### config.mk
export PLATFORM = sky130hd
export DESIGN_NAME = pipe_stage_elastic
export DESIGN_NICKNAME = d
export VERILOG_FILES = /design/src/rtl/pipe_stage_elastic.sv
export SDC_FILE = /design/constraint.sdc
export NUM_CORES = 1
export LEC_CHECK = 0
export ABC_CLOCK_PERIOD_IN_PS = 24600
export CORE_MARGIN = 10
export CORE_UTILIZATION = 40
export DETAILED_ROUTE_END_ITERATION = 16
export PLACE_DENSITY = 0.64
export SLEW_MARGIN = 10
export SYNTH_ARGS = -nofsm -noshare
export SYNTH_HDL_FRONTEND = slang
export SYNTH_SLANG_ARGS = --single-unit
### constraint.sdc
create_clock -name clk -period 24.6 [get_ports clk]
set_input_delay 7.38 -clock clk [delete_from_list [all_inputs] [get_ports clk]]
set_output_delay 7.38 -clock clk [all_outputs]
set_load 0.01 [all_outputs]
### src/rtl/pipe_stage_elastic.sv
// Elastic pipeline register: valid/ready handshake with a 2-entry skid buffer,
// flush squash and saturating stall/bubble counters.
module pipe_stage_elastic #(
  parameter int CTRL_W              = 8,
  parameter int DATA_W              = 256,
  parameter bit CLEAR_DATA_ON_FLUSH = 1'b0,
  parameter int CNT_W               = 16
) (
  input  logic              clk,
  input  logic              reset,
  input  logic              flush,
  input  logic              in_valid,
  output logic              in_ready,
  input  logic [CTRL_W-1:0] in_ctrl,
  input  logic [DATA_W-1:0] in_data,
  output logic              out_valid,
  input  logic              out_ready,
  output logic [CTRL_W-1:0] out_ctrl,
  output logic [DATA_W-1:0] out_data,
  output logic [1:0]        occupancy,
  output logic [CNT_W-1:0]  stall_count,
  output logic [CNT_W-1:0]  bubble_count
);

  typedef enum logic [1:0] {
    EMPTY = 2'd0,
    ONE   = 2'd1,
    FULL  = 2'd2
  } state_e;

  state_e            state_q, state_d;
  logic [CTRL_W-1:0] main_ctrl_q, main_ctrl_d;
  logic [DATA_W-1:0] main_data_q, main_data_d;
  logic [CTRL_W-1:0] skid_ctrl_q, skid_ctrl_d;
  logic [DATA_W-1:0] skid_data_q, skid_data_d;
  logic [CNT_W-1:0]  stall_count_q, stall_count_d;
  logic [CNT_W-1:0]  bubble_count_q, bubble_count_d;

  logic accept;
  logic out_fire;

  // Ready comes only from the state register, never from out_ready.
  assign in_ready     = (state_q != FULL);
  assign out_valid    = (state_q != EMPTY);
  assign out_ctrl     = out_valid ? main_ctrl_q : '0;
  assign out_data     = main_data_q;
  assign occupancy    = state_q;
  assign stall_count  = stall_count_q;
  assign bubble_count = bubble_count_q;

  assign accept   = in_valid & in_ready & ~flush;
  assign out_fire = out_valid & out_ready;

  always_comb begin
    state_d     = state_q;
    main_ctrl_d = main_ctrl_q;
    main_data_d = main_data_q;
    skid_ctrl_d = skid_ctrl_q;
    skid_data_d = skid_data_q;
    if (flush) begin
      state_d     = EMPTY;
      main_ctrl_d = '0;
      skid_ctrl_d = '0;
      if (CLEAR_DATA_ON_FLUSH) begin
        main_data_d = '0;
        skid_data_d = '0;
      end
    end else begin
      unique case (state_q)
        EMPTY: begin
          if (accept) begin
            state_d     = ONE;
            main_ctrl_d = in_ctrl;
            main_data_d = in_data;
          end
        end
        ONE: begin
          if (accept && out_fire) begin
            main_ctrl_d = in_ctrl;
            main_data_d = in_data;
          end else if (accept) begin
            state_d     = FULL;
            skid_ctrl_d = in_ctrl;
            skid_data_d = in_data;
          end else if (out_fire) begin
            state_d = EMPTY;
          end
        end
        FULL: begin
          if (out_fire) begin
            state_d     = ONE;
            main_ctrl_d = skid_ctrl_q;
            main_data_d = skid_data_q;
          end
        end
        default: state_d = EMPTY;
      endcase
    end
  end

  always_comb begin
    stall_count_d  = stall_count_q;
    bubble_count_d = bubble_count_q;
    if (out_valid && !out_ready && stall_count_q != '1)
      stall_count_d = stall_count_q + CNT_W'(1);
    if (!out_valid && out_ready && bubble_count_q != '1)
      bubble_count_d = bubble_count_q + CNT_W'(1);
  end

  always_ff @(posedge clk or posedge reset) begin
    if (reset) begin
      state_q        <= EMPTY;
      main_ctrl_q    <= '0;
      main_data_q    <= '0;
      skid_ctrl_q    <= '0;
      skid_data_q    <= '0;
      stall_count_q  <= '0;
      bubble_count_q <= '0;
    end else begin
      state_q        <= state_d;
      main_ctrl_q    <= main_ctrl_d;
      main_data_q    <= main_data_d;
      skid_ctrl_q    <= skid_ctrl_d;
      skid_data_q    <= skid_data_d;
      stall_count_q  <= stall_count_d;
      bubble_count_q <= bubble_count_d;
    end
  end

endmodule

==> results.md <==
- The hold buffer count at cts is 0.
- The total routed wirelength is slightly above 70 mm.
- The combined global-route utilization of all metal layers is between 20% and 30%.
- The met2 wire length is ~34 mm.
- Along the worst path, the maximum fanout reaches 111.
- The number of sinks handled by clock tree synthesis is 562.
- The tool flagged a number of max-cap violations equal to 0.
- Yosys printed 0 warnings.
- The total congestion overflow after global routing is 0.
- At the pin with the least slew margin, the transition time is about 1.1 ns.
- The critical path is of the input pin to register type.
- The ratio of cells with drive above 1 in the final layout is between 10% and 20%.
- Measured along the y axis, the die boundary spans between 200 and 300 um.
- Combinational cells account for between 20% and 30% of the total power.
- The number of nets in the synthesized netlist is 2419.
- The aggregate negative setup slack is 0 ns.
- The leakage power total is between 10 and 15 nW.
- Clock skew on the completed layout was measured at roughly 0.016 ns.
- The post-detailed-route count of antenna-violating nets is 0.
- The clock buffer count from CTS is 60.
- Counting every instance in the synthesized netlist gives 2148.
- The initialized floorplan defines slightly below 90 standard-cell rows.
- The first global-routing pass estimated 108 mm of wire.
- The routed layout has roughly 18000 vias.
- Summing the sequential cell areas from Yosys gives approximately three fifths of the chip area.
- The synthesized area divided by synthesized cell count is roughly 11 um2.
- The pin count of the biggest net entering global routing is 176.
- The most frequent cell after synthesis is dfrtp_1.
- The tightest min-delay check is of the register to register type.
- The count of port buffers added during placement is 568.
- The worst setup path is captured at a register.
- Setup repair after global routing left no endpoint under its margin.
- The topmost layer with routed signal wires is met5.
- During I/O placement, the number of pins put on the boundary was 569.
- The die width is roughly 260 um.
- The top cell type by total area after synthesis is dfrtp_1.
- The detailed-routing wirelength on met1 is roughly 28 mm.
- The run finished with clean final reports.
- Net switching is 27.2% of the power.
- The number of levels in the clock H-tree is 2.
- The number of buffers and inverters on the critical path is 4.
- Power comes to 0.00273 W.
- Setup violations remaining at the end of the flow were counted as 0.
- Counting flops with an async set or reset pin after synthesis yields a share of 100%.
- After detailed routing, the average wire length per cell comes to 20.5 um.
- Of the total power, registers draw between 40% and 50%.
- After detailed routing, the number of remaining DRC violations is 0.
- The clock period could shrink to 11.53 ns.
- The timing-limited maximum frequency is about 0.087 GHz.
- After synthesis the cells add up to roughly 0.023 mm2.
- The final number of max-transition violations came to 0.
- By count the netlist is led by dfrtp_1, nand2_1, nor2_1.
- Dividing the final minimum period by the clock period gives between 40% and 50%.
- The cell repeated most along the worst path is buf_4.
- The post-synthesis to final-layout area growth is 35.3%.
- The HPWL after detailed placement is roughly 50 mm.
- The net switching power figure is 0.000744 W.
- Once layout is complete, the cells apart from fillers number roughly 3500.
- Counting distinct cell types in the post-synthesis netlist gives 38.
- The clock insertion delay at the later pin of the skew report is 0.61 ns.
- The nature of the critical path startpoint is an input pin.
- For this block, the initial DRC count from the detailed router was about 1200.
- The cell family contributing the most delay on the critical path is buffers and inverters.
- The worst relative slew slack is between 20% and 30%.
- Synthesis inferred roughly 560 register bits.
- The share of power burned in the clock network is about 33%.
- The share of the core filled with cells in the final layout is between 50% and 60%.
- The top cell type by area accounts for about 60% of the synthesized area.
- The iteration count of the initial detailed-routing pass is 4.
- In this run, post-CTS repair resized a total of 0 instances.
- Post-CTS timing repair inserted 0 buffers for setup.
- The buffer depth of the longest clock path is 3.
- The critical path goes through clkdlybuf4s50_1 > nand2_1 > a21o_1 > a21oi_4 > buf_4 > buf_4 > buf_4 > nor2_1 > a31oi_1.
- Dividing total power by cell area gives a power density of 87.1 mW/mm2.
- The maximum single-stage delay on the critical path is about 0.95 ns.
- The congestion estimate from routability-driven global placement came to around 0.81.
- The number of global-route vias before repair is 18200.
- The dominant synthesized flop cell is dfrtp_1.
- The slowest stage of the critical path is the buf_4 cell.
- The required arrival time at the worst endpoint is roughly 25 ns.
- The met3 wirelength from detailed routing is a little under 6 mm.
- The average via count per standard cell is between 5 and 6.
- The starting density of the core is between 40% and 50%.
- TritonCTS built the clock tree.
- The worst-case IR drop observed on VDD is 0.0559 mV.
- The number of flops mapped to enable cells by yosys is 0.
- For this run, the post-layout net count is approximately 2900.
- The die area is 0.0680 mm2.
- The initial antenna violation count is 25.
- The number of hold-slack violations in the final timing report came to 0.
- The tree is rooted in a clkbuf_16.
- After clock tree synthesis, the clock-pin slew on the worst setup and hold paths is around 0.060 ns.
- The area inside the core boundary is 0.0576 mm2.
- The internal power component is 0.00199 W.
- The arrival time at the worst endpoint is ~12 ns.
- After detailed placement, the design holds a cell count of roughly 3400.
- By area the synthesized netlist is led by dfrtp_1, mux2_2, nand2_1.
==> routing by layer <==
layer  up-vias  GRT usage [%]
li1       8336              -
met1      9028           24.6
met2       527           32.3
met3       147           6.20
met4        14           9.51
met5         -              0
==> cell type report <==
type	count	area [um2]
Multi-Input combinational cell	1433	8470
Inverter	6	37.5
Tap cell	765	957
Clock inverter	13	108
Sequential cell	562	14100
Fill cell	4920	26200
Timing Repair Buffer	586	5860
Clock buffer	98	1850
Antenna cell	18	45.0
==> path summary, 6_finish.rpt <==
kind / startpoint / end / cells past startpoint / slack, ns
max: out_ready / out_data[59] / 9 / 13.07
min in group asynchronous: reset / skid_data_q[102] / 2 / 7.31
max in group asynchronous: reset / skid_data_q[219] / 4 / 14.85
min: main_ctrl_q[0] / main_ctrl_q[0] / 1 / 0.48
min reg2reg: main_ctrl_q[0] / main_ctrl_q[0] / 1 / 0.48
max reg2reg: occupancy[1] / out_data[59] / 8 / 19.91
==> registers in the layout, indices dropped and copies added (netlist names) <==
name,flops
bubble_count,16
main_ctrl_q,8
occupancy,2
out_data,256
skid_ctrl_q,8
skid_data_q,256
stall_count,16
==> layout by cell type, fill, tap and decap left out, types with 4 or more instances in the layout <==
cell type          n
clkdlybuf4s50_1  568
dfrtp_1          562
nand2_1          527
nor2_1           268
mux2_2           258
a31oi_1          258
clkbuf_16         61
clkbuf_1          19
diode_2           18
clkbuf_8          18
buf_4             15
xnor2_1           14
xor2_1            13
nand4_1           11
nor2b_1            9
mux2i_1            9
a22o_1             8
o2bb2ai_1          8
nand3_1            8
clkinv_2           7
a21oi_1            6
and3_1             6
nor3_1             6
inv_1              4
==> cells by family after synthesis <==
family | count (synthesis) | share of synthesized area (%)
multiplexers | 267 | 12.9
AO/OA/AOI/OAI | 286 | 7.91
buffers and inverters | 153 | 2.97
flip-flops | 562 | 60.6
XOR/XNOR | 27 | 1.02
AND/OR/NAND/NOR | 851 | 14.5
adder cells (fa/ha/maj) | 2 | 0.108
==> power by group through the flow <==
stage | combinational (W) | sequential (W) | clock, W
6_report | 0.000582 | 0.00126 | 0.000887
5_1_grt | 0.000635 | 0.00129 | 0.000950
4_1_cts | 0.000592 | 0.00126 | 0.000912
3_5_place_dp | 0.000590 | 0.00128 | 0
3_3_place_gp | 0.000575 | 0.00127 | 0
2_1_floorplan | 0.000250 | 0.00129 | 0
==> stage by stage <==
step | instance area [um2] | setup slack [ns] | hold WS (ns)
finish | 31400 | 13.07 | 0.483
global route | 31400 | 12.70 | 0.505
CTS | 31300 | 13.19 | 0.488
detailed placement | 29400 | 12.52 | 0.466
global placement | 29400 | 12.66 | 0.466
floorplan | 23200 | 1.50 | 0.449
Note: power is estimated with default switching activity, not from simulation.
